--- src/rtl/fifo_param.sv ---
`default_nettype none
// +--------------------------------------------------------------------------+
// | Module      : fifo_param                                                 |
// | Description : Parametrised single-clock FIFO with occupancy count,       |
// |               programmable almost-full/almost-empty thresholds and       |
// |               one-cycle overflow/underflow error pulses.                 |
// |               Define FIFO_PARAM_FWFT_EN for first-word-fall-through      |
// |               read mode; otherwise reads are registered (1-cycle).       |
// | Revision    : 1.0 - initial release                                      |
// +--------------------------------------------------------------------------+
module fifo_param #(
   parameter int DATA_W    = 32,
   parameter int DEPTH     = 16,
   parameter int AF_THRESH = DEPTH - 2,
   parameter int AE_THRESH = 2
) (
   input  logic                       clk,
   input  logic                       rst,
   input  logic                       wen,
   input  logic [DATA_W-1:0]          wdata,
   input  logic                       ren,
   output logic [DATA_W-1:0]          rdata,
   output logic                       rvalid,
   output logic                       full,
   output logic                       empty,
   output logic                       almost_full,
   output logic                       almost_empty,
   output logic [$clog2(DEPTH):0]     count,
   output logic                       overflow,
   output logic                       underflow
);

   localparam int c_AW = $clog2(DEPTH);
   localparam int c_CW = c_AW + 1;

   logic [DATA_W-1:0] mem_q [DEPTH];
   logic [c_AW-1:0]   wr_ptr_q;
   logic [c_AW-1:0]   rd_ptr_q;
   logic [c_CW-1:0]   count_q;
   logic [c_CW-1:0]   count_d;
   logic              full_q;
   logic              empty_q;
   logic              afull_q;
   logic              aempty_q;
   logic              ovf_q;
   logic              udf_q;
   logic              w_wr_acc;
   logic              w_rd_acc;

   // Requests are qualified by the registered flags and ignored during reset
   assign w_wr_acc = !rst && wen && !full_q;
   assign w_rd_acc = !rst && ren && !empty_q;

   // Next occupancy: simultaneous accepted read and write cancel out
   always_comb begin
      count_d = count_q;
      if (rst) begin
         count_d = '0;
      end else if (w_wr_acc && !w_rd_acc) begin
         count_d = count_q + 1'b1;
      end else if (w_rd_acc && !w_wr_acc) begin
         count_d = count_q - 1'b1;
      end
   end

   // Storage array is deliberately left out of reset
   always_ff @(posedge clk) begin
      if (w_wr_acc) begin
         mem_q[wr_ptr_q] <= wdata;
      end
   end

   // Pointers, count, flags (decoded from next count) and error pulses
   always_ff @(posedge clk) begin
      if (rst) begin
         wr_ptr_q <= '0;
         rd_ptr_q <= '0;
         count_q  <= '0;
         full_q   <= 1'b0;
         empty_q  <= 1'b1;
         afull_q  <= 1'b0;
         aempty_q <= 1'b1;
         ovf_q    <= 1'b0;
         udf_q    <= 1'b0;
      end else begin
         if (w_wr_acc) begin
            wr_ptr_q <= wr_ptr_q + 1'b1;
         end
         if (w_rd_acc) begin
            rd_ptr_q <= rd_ptr_q + 1'b1;
         end
         count_q  <= count_d;
         full_q   <= (count_d == c_CW'(DEPTH));
         empty_q  <= (count_d == '0);
         afull_q  <= (count_d >= c_CW'(AF_THRESH));
         aempty_q <= (count_d <= c_CW'(AE_THRESH));
         ovf_q    <= wen && full_q;
         udf_q    <= ren && empty_q;
      end
   end

`ifdef FIFO_PARAM_FWFT_EN
   // Head entry falls through; forced to zero while nothing is stored
   assign rdata  = empty_q ? '0 : mem_q[rd_ptr_q];
   assign rvalid = !empty_q;
`else
   logic [DATA_W-1:0] rdata_q;
   logic              rvalid_q;

   // Registered read: capture head word, pulse valid for one cycle
   always_ff @(posedge clk) begin
      if (rst) begin
         rdata_q  <= '0;
         rvalid_q <= 1'b0;
      end else begin
         rvalid_q <= w_rd_acc;
         if (w_rd_acc) begin
            rdata_q <= mem_q[rd_ptr_q];
         end
      end
   end

   assign rdata  = rdata_q;
   assign rvalid = rvalid_q;
`endif

   assign full         = full_q;
   assign empty        = empty_q;
   assign almost_full  = afull_q;
   assign almost_empty = aempty_q;
   assign count        = count_q;
   assign overflow     = ovf_q;
   assign underflow    = udf_q;

endmodule
`default_nettype wire
--- config.mk ---
export PLATFORM = sky130hd
export DESIGN_NAME = fifo_param
export DESIGN_NICKNAME = d
export VERILOG_FILES = /design/src/rtl/fifo_param.sv
export SDC_FILE = /design/constraint.sdc
export NUM_CORES = 1
export LEC_CHECK = 0
export ABC_CLOCK_PERIOD_IN_PS = 3500
export CORE_ASPECT_RATIO = 1.1
export CORE_MARGIN = 10
export CORE_UTILIZATION = 37
export DETAILED_ROUTE_END_ITERATION = 8
export DONT_BUFFER_PORTS = 1
export PLACE_DENSITY = 0.64
export SLEW_MARGIN = 15
export SYNTH_ARGS = -nofsm -noshare
export SYNTH_HDL_FRONTEND = slang
export SYNTH_SLANG_ARGS = --single-unit
--- constraint.sdc ---
create_clock -name clk -period 3.5 [get_ports clk]
set_input_delay 0.35 -clock clk [delete_from_list [all_inputs] [get_ports clk]]
set_output_delay 0.35 -clock clk [all_outputs]
set_load 0.02 [all_outputs]
# Word-level counts from Yosys, hierarchy flattened
# Memories as Yosys holds them, arrays and structs flattened. A register that Yosys moved wholly into a read port is not among the register bits.
# Cells that the tools add are included.
# word_totals
inputBits	36
out_inout_bits	44
ramBits	512
reg_bits	20
elab_cells	37
n_memories	1
# op_classes
n_reduce_logical	14
order_cmp	2
muxes	5
addsub	4
eq_ne	1
# mem_list
memory	words	width	rd	rd_clocked_by_memory_dff	wr	line_no	rtl
mem_q	16	32	1	1	1	36	logic [DATA_W-1:0] mem_q [DEPTH];
# op_table
operator	n
$mux 5	3
$add 4x1->4 const B	2
$logic_and 1x1->1	8
$add 5x1->5 const B	1
$eq 5x5->1 const B	1
$ge 5x4->1 const B	1
$le 5x2->1 const B	1
$logic_not 1->1	5
$logic_not 5->1	1
$sub 5x1->5 const B	1
$mux 1	2

# Depth between registers and ports, before layout
# Gate-level depths: netlist (run 1).
# depth
word_depth	9
mapped_depth	9
ltp_nobuf	6

# Worst setup path after synthesis (run 1)
# Ideal clock, no wire load.
# synth_timing
kind	flip-flop to flip-flop
start	register full_q (netlist: full)
end	memory mem_q[3][0], enable pin
period_less_slack_ps	3789
arrival_time_ps	3328
setup_slack_ps	-289
path_stages_with_launch	5
setup_time_ps	461
t_required_ps	3039
path_buffers	1
path_cell_list	dfxtp_1 nor3b_2 clkbuf_1 nand2_1 nor3_1
# synth_between
elab_chain_cells	4
# synth_rtl
element	line_no	rtl
from (decl)	41	logic full_q;
from (signal assigned)	93	full_q <= (count_d == c_CW'(DEPTH));
$logic_not 1->1	51	assign w_wr_acc = !rst && wen && !full_q;
$logic_and 1x1->1	51	
$mux 1	68	if (w_wr_acc) begin
$mux 1 (not written as such)	69	mem_q[wr_ptr_q] <= wdata;
to (decl)	36	
# No other way between the ends.

# Worst setup path after layout (run 1)
# layout_timing
start	register empty_q (netlist: empty)
end	register rdata_q[0] (netlist: rdata[0]), read port of mem_q
# layout_between
elab_chain_cells	2
# layout_rtl
element	line_no	rtl
from (decl)	42	logic empty_q;
from (signal assigned)	94	empty_q <= (count_d == '0);
$logic_not 1->1	52	assign w_rd_acc = !rst && ren && !empty_q;
$logic_and 1x1->1	52	
to (decl)	107	logic [DATA_W-1:0] rdata_q;
# No other way between the ends.
# A chain may end at the register's enable or synchronous reset.

==> flow_metrics.env, run 1 <==
export IMPL_h_tree_depth=2
export IMPL_worstPathRequired_ns=4.04
export IMPL_leakage_uw=0.007653
export IMPL_cts_setup_buffers=0
export IMPL_cts_sinks=564
export IMPL_syn_area_um2=21660
export IMPL_startpoint_type="flip-flop"
export IMPL_die_w_um=250.7
export IMPL_rows=92
export IMPL_max_freq_mhz=410.3
export IMPL_netlist_area_leader_share=0.7097
export IMPL_use_met3=0.02821
export IMPL_areaGrowthSynthToFinish_pct=15.60
export IMPL_multi_input_area_um2=5070
export IMPL_synth_cells=1115
export IMPL_grt_pass1_vias=11000
export IMPL_synth_top_family_by_area="multiplexers"
export IMPL_seq_power_share=0.516
export IMPL_dr_first_iter_drc_count=804
export IMPL_num_fill_cells=4867
export IMPL_initial_core_util=0.3757
export IMPL_seq_area_um2=16430
export IMPL_vdd_drop_max_uv=359.3
export IMPL_timing_max_cap_violations=0
export IMPL_fp_dieH_um=273.8
export IMPL_design_portCount=80
export IMPL_cts_resized=0
export IMPL_tightest_slew_ns=1.017
export IMPL_syn_avg_cell_area_um2=19.43
export IMPL_skew_ns=0.02228
export IMPL_cts_buffer_depth=3
export IMPL_first_pass_iters=5
export IMPL_yosys_warnings=0
export IMPL_synth_edf_count=512
export IMPL_ys_ff_latch=564
export IMPL_critPathMaxFanout=14
export IMPL_grt_pass1_wl_um=70760
export IMPL_synth_xor_area_frac=0.002426
export IMPL_worstSkewPairLatency_ns=0.60
export IMPL_core_region_area_um2=57670
export IMPL_fin_crit_sh=0.6963
export IMPL_yosys_area_top_type="edfxtp_1"
export IMPL_grt_start_max_net_pins=74
export IMPL_portBuffers=0
export IMPL_worstPathArrival_ns=2.98
export IMPL_synth_nets=1158
export IMPL_combPwrFrac=0.091
export IMPL_worst_hold_path_type="primary input to flip-flop"
export IMPL_p_switching_uw=3414
export IMPL_yosys_area_share_adder=0.004043
export IMPL_swShare=0.2281
export IMPL_path_class="flip-flop to flip-flop"
export IMPL_grt_use_total=0.1349
export IMPL_cts_root_buf="clkbuf_16"
export IMPL_stdcell_count=1974
export IMPL_dp_cells=1837
export IMPL_clk_transition_reported_paths_ns=0.07
export IMPL_min_period_ns=2.437
export IMPL_use_met2=0.2351
export IMPL_ant_nets=0
export IMPL_antenna_found_initial=7
export IMPL_cts_tree="yes"
export IMPL_drt_wirelength_per_cell_um=23.75
export IMPL_vias=10540
export IMPL_ctsHoldBuffers=35
export IMPL_dp_hpwl_um=25850
export IMPL_cellInternalPower_uw=11550
export IMPL_fin_worst_hold_slack_ns=0.06078
export IMPL_synthArstFlopShare=0
export IMPL_nets=1218
export IMPL_gr_total_overflow=0
export IMPL_synth_compound_area_frac=0.04470
export IMPL_power_density_nw_per_um2=597.5
export IMPL_place_congestion=0.7348
export IMPL_rsz0062_at_grt="false"
export IMPL_status="completed"
export IMPL_max_slew_margin=0.3222
export IMPL_finalSetupViolCount=0
export IMPL_ys_flop_type="edfxtp_1"
export IMPL_ys_types=43
export IMPL_drc=0
export IMPL_final_max_slew_viol_count=0
export IMPL_synthMuxAreaShare=0.1525
export IMPL_place_area_um2=22880
export IMPL_viasPerCell=5.339
export IMPL_end_kind="flip-flop"
export IMPL_clock_power_share=0.394
export IMPL_synthTopCellsByArea="edfxtp_1 (71%), mux4_2 (8.5%), dfxtp_1 (4.8%)"
export IMPL_die_area_um2=68640
export IMPL_grt_busiest_layer="met2"
export IMPL_hold_viol=0
export IMPL_drive_gt1_frac=0.2297
export IMPL_seq_area_frac_synth=0.7577
export IMPL_tns_ns=0
export IMPL_final_area_um2=25040
export IMPL_synthSimpleGateAreaFrac=0.02362
export IMPL_drt_total_wl_um=46880
export IMPL_gr_usage_met1=0.1641
export IMPL_cts_made_buffers=53
[worst paths after layout]
check / from / end / slack [ns] / depth (start not counted)
setup / recovery: empty / rdata[0] / 1.06 / 6
hold / removal: rst / count[3] / 0.06 / 2
setup reg to reg: empty / rdata[0] / 1.06 / 6
hold reg to reg: rd_ptr_q[3] / rd_ptr_q[3] / 0.58 / 2
[placed cells by master (no fill, tap or decap), types with 23 or more instances in the layout]
master,count
edfxtp_1,512
o21bai_1,23
o22ai_1,24
a221o_1,23
mux2i_1,64
dfxtp_1,49
mux2_2,47
a21oi_1,35
nor3_1,26
mux2_1,23
mux4_2,82
dlygate4sd3_1,35
clkbuf_16,53
[Yosys cell counts (all sizes together), types with 2 or more instances]
cell	n
and3	5
o21ai	36
clkbuf	33
nor2b	2
a31oi	2
nor4b	2
a221o	23
buf	30
or3b	2
nand3	3
a21oi	35
dfxtp	52
o31ai	2
nand4	2
nor3	30
and2	2
ha	7
mux2	71
xor2	4
xnor2	2
edfxtp	512
mux4	82
nand2b	5
inv	6
nand2	15
mux2i	65
nor2	33
o22ai	24
o21bai	23
[kinds of logic (layout without fill, tap and decap cells)]
family,count (synthesis),in the layout
flip-flops,564,564
buffers and inverters,69,173
XOR/XNOR,6,6
AND/OR/NAND/NOR,103,103
AO/OA/AOI/OAI,148,148
other,0,3
adder cells (fa/ha/maj),7,7
multiplexers,218,218
[worst max-delay path, cell delays in order (launching register included)]
cell,delay [ns]
dfxtp_1,0.40
or3b_1,0.56
inv_6,0.18
nand2_1,0.48
buf_4,0.37
nor3_1,0.23
a221o_1,0.14
[sequential cells by signal (all words and copies together), names as in the netlist, 4 cells and up]
signal / flops
count: 5
rdata: 32
wr_ptr_q: 4
rd_ptr_q: 4
mem_q: 512
[area by class of cell]
class                   instances  area share
inverters                       6    0.001099
flip-flops and latches        564      0.6559
well taps                     752     0.03757
clock buffers                  76     0.06200
clock inverters                23     0.01029
diodes                          3   0.0002998
repair buffers                 68     0.03038
multi-input cells             482      0.2024
[through the flow]
stage	total power (uW)	util	worst slack [ns]
2_1_floorplan	8819	-	0.5655
3_3_place_gp	9131	0.3967	1.058
3_5_place_dp	9141	0.3967	1.028
4_1_cts	15120	0.4341	0.9962
5_1_grt	15500	0.4342	0.9302
6_report	14960	0.4343	1.063
[power groups by stage]
| stage | logic, uW | registers [uW] | clock network (uW) |
|---|---|---|---|
| after floorplan | 1050 | 7770 | 0 |
| after global placement | 1260 | 7870 | 0 |
| after detailed placement | 1260 | 7880 | 0 |
| after CTS | 1380 | 7730 | 6010 |
| after global routing | 1480 | 7740 | 6280 |
| final | 1350 | 7720 | 5890 |
[layer usage]
metal / up-vias / part of all wire
li1: 4675 / -
met1: 5515 / 0.40
met2: 259 / 0.51
met3: 83 / 0.056
met4: 8 / 0.025
met5: - / 0.00090
No activity file was read; power rests on OpenSTA's default activity.
==> run 2, diff against run 1 <==
--- a/config.mk
+++ b/config.mk
@@ -5,13 +5,13 @@
 export SDC_FILE = /design/constraint.sdc
 export NUM_CORES = 1
 export LEC_CHECK = 0
-export ABC_CLOCK_PERIOD_IN_PS = 3500
+export ABC_CLOCK_PERIOD_IN_PS = 2500
 export CORE_ASPECT_RATIO = 1.1
 export CORE_MARGIN = 10
 export CORE_UTILIZATION = 37
 export DETAILED_ROUTE_END_ITERATION = 8
 export DONT_BUFFER_PORTS = 1
-export PLACE_DENSITY = 0.64
+export PLACE_DENSITY = 0.62
 export SLEW_MARGIN = 15
 export SYNTH_ARGS = -nofsm -noshare
 export SYNTH_HDL_FRONTEND = slang
==> constraint.sdc (replaced) <==
create_clock -name clk -period 2.5 [get_ports clk]
set_input_delay 0.25 -clock clk [delete_from_list [all_inputs] [get_ports clk]]
set_output_delay 0.25 -clock clk [all_outputs]
set_load 0.02 [all_outputs]
==> run 2 against run 1 <==
  * Total power grew 38%
  * Sequential cell count did not move
  * Count of clock-buffer cells in the layout grew 2
  * Die area did not move
  * Utilization grew 0.50 points
  * Clock power rose by 34%
  * Register-to-register slack worse by 0.71 ns
  * Fmax increased by 13%
  * Design area increased by 1.1%
  * Worst hold slack got worse by 0.017 ns
  * Global-route usage grew 0.43 points
==> flow_metrics.env, run 2 (synthesis results as in run 1) <==
export IMPL_status="completed"
export IMPL_worstSkewPairLatency_ns=0.61
export IMPL_drc=0
export IMPL_final_cell_mix="edfxtp_1 (512), mux4_2 (82), mux2i_1 (64)"
export IMPL_largest_reg_flops=512
export IMPL_combPwrFrac=0.098
export IMPL_place_area_um2=23250
export IMPL_max_freq_mhz=465.3
export IMPL_grt_pass1_vias=11200
export IMPL_clock_power_share=0.383
export IMPL_hold_depth=4
export IMPL_tns_ns=0
export IMPL_cts_root_buf="clkbuf_16"
export IMPL_cts_tree="yes"
export IMPL_ant_nets=0
export IMPL_nets=1250
export IMPL_worstReg2RegEnd="rdata[4]"
export IMPL_rsz0062_at_grt="false"
export IMPL_end_kind="flip-flop"
export IMPL_drt_wirelength_per_cell_um=23.91
export IMPL_leakage_uw=0.007797
export IMPL_viasPerCell=5.284
export IMPL_cts_made_buffers=53
export IMPL_h_tree_depth=2
export IMPL_r2r_slack_ns=0.35
export IMPL_seq_power_share=0.519
export IMPL_path_class="flip-flop to flip-flop"
export IMPL_final_area_um2=25330
export IMPL_hold_viol=0
export IMPL_dp_hpwl_um=27470
export IMPL_cellInternalPower_uw=16000
export IMPL_design_portCount=80
export IMPL_cp_slowest_cell="mux4_2"
export IMPL_worstPathArrival_ns=2.61
export IMPL_power_density_nw_per_um2=816.5
export IMPL_antenna_found_initial=6
export IMPL_core_region_area_um2=57670
export IMPL_seq_area_um2=16430
export IMPL_clk_transition_reported_paths_ns=0.06
export IMPL_multi_input_area_um2=5070
export IMPL_min_period_ns=2.149
export IMPL_critPathMaxFanout=44
export IMPL_gr_total_overflow=0
export IMPL_initial_core_util=0.3757
export IMPL_r2r_start="rd_ptr_q[0]"
export IMPL_die_w_um=250.7
export IMPL_drt_total_wl_um=47910
export IMPL_cts_buffer_depth=3
export IMPL_fin_crit_sh=0.8597
export IMPL_path_cells="buf_12, buf_4, mux4_2, mux2i_1, nor2_1, a21oi_1, o21ai_1"
export IMPL_rows=92
export IMPL_grt_pass1_wl_um=72970
export IMPL_first_pass_iters=5
export IMPL_drive_gt1_frac=0.2374
export IMPL_finalSetupViolCount=0
export IMPL_portBuffers=0
export IMPL_place_congestion=0.7338
export IMPL_fin_ws_ns=0.3507
export IMPL_holdPathEnd="wr_ptr_q[3]"
export IMPL_tightest_slew_ns=1.172
export IMPL_vdd_drop_max_uv=529.4
export IMPL_num_fill_cells=4851
export IMPL_worst_hold_path_type="primary input to flip-flop"
export IMPL_max_slew_margin=0.2170
export IMPL_regMostFlops="mem_q"
export IMPL_p_switching_uw=4683
export IMPL_swShare=0.2264
export IMPL_fp_dieH_um=273.8
export IMPL_cp_top_family="multiplexers"
export IMPL_critical_path_max_stage_delay_ns=0.51
export IMPL_die_area_um2=68640
export IMPL_startpoint_type="flip-flop"
export IMPL_cts_sinks=564
export IMPL_cts_setup_buffers=0
export IMPL_timing_max_cap_violations=0
export IMPL_worstPathRequired_ns=2.97
export IMPL_path_buf_inv=2
export IMPL_skew_ns=0.03607
export IMPL_vias=10590
export IMPL_place_ws_ns=0.3389
export IMPL_reg2regPathDepth=7
export IMPL_grt_use_total=0.1391
export IMPL_grt_start_max_net_pins=55
export IMPL_hold_path_startpoint="rst"
export IMPL_final_max_slew_viol_count=0
export IMPL_final_common_cell="edfxtp_1"
export IMPL_dr_first_iter_drc_count=819
export IMPL_power_total_uw=20680
export IMPL_areaGrowthSynthToFinish_pct=16.93
-- run 2: cell types whose count changed in the layout (fill, tap and decap cells not counted), sizes merged --
cell,previous run,this run
clkbuf,76,78
buf,33,65
clkinvlp,2,1
clkinv,14,17
diode,3,1
bufinv,4,3
inv,9,6
-- run 2: final cells by class --
| type | count | area share |
|---|---|---|
| antenna | 1 | 0.00009878 |
| clock buffer | 78 | 0.06011 |
| clock inverter | 21 | 0.008002 |
| inverter | 6 | 0.001087 |
| multi-input combinational | 482 | 0.2001 |
| sequential | 564 | 0.6485 |
| tap | 752 | 0.03714 |
| timing repair buffer | 100 | 0.04495 |
-- run 2: metrics by stage --
stage                     utilization  std cells  hold WS, ns
after detailed placement       0.4032       1869       0.3217
after global placement         0.4032       1869       0.3214
final                          0.4393       2004      0.04394
after floorplan                     -       1115       0.3489
after CTS                      0.4392       2003     0.009601
after global routing           0.4393       2004      0.06438
-- run 2: layer usage --
metal,GRT usage,wire [um]
met5,0,63
met4,0.03759,939
met3,0.02717,2163
met2,0.2422,24670
met1,0.1736,20080
-- run 2: repair_timing --
action                                  in CTS  in global routing
endpoints found under the setup margin       0                  0
resized for setup                            0                  0
hold buffers                                35                  0
endpoints found under the hold margin      526                  0
-- run 2: worst max path at each step --
stage,startpoint,endpoint,cells past startpoint
6_report,rd_ptr_q[0],rdata[4],7
3_5_place_dp,full,mem_q[13][15],4
4_1_cts,rd_ptr_q[0],rdata[4],7
3_3_place_gp,rd_ptr_q[0],rdata[9],7
5_1_grt,rd_ptr_q[0],rdata[4],7
2_1_floorplan,full,mem_q[7][0],4
-- run 2: worst min-delay path, cell delays in order --
cell and delay, ns:
nor3b_2 0.06, nand4_1 0.11, xor2_1 0.07, nor2_1 0.08
-- run 2: power groups by stage --
stage / combinational (uW) / clock, uW / sequential, uW
2_1_floorplan: 1470 / 0 / 10900
3_3_place_gp: 1870 / 0 / 11000
3_5_place_dp: 1890 / 0 / 11000
4_1_cts: 2060 / 8120 / 10800
5_1_grt: 2200 / 8500 / 10800
6_report: 2020 / 7920 / 10700
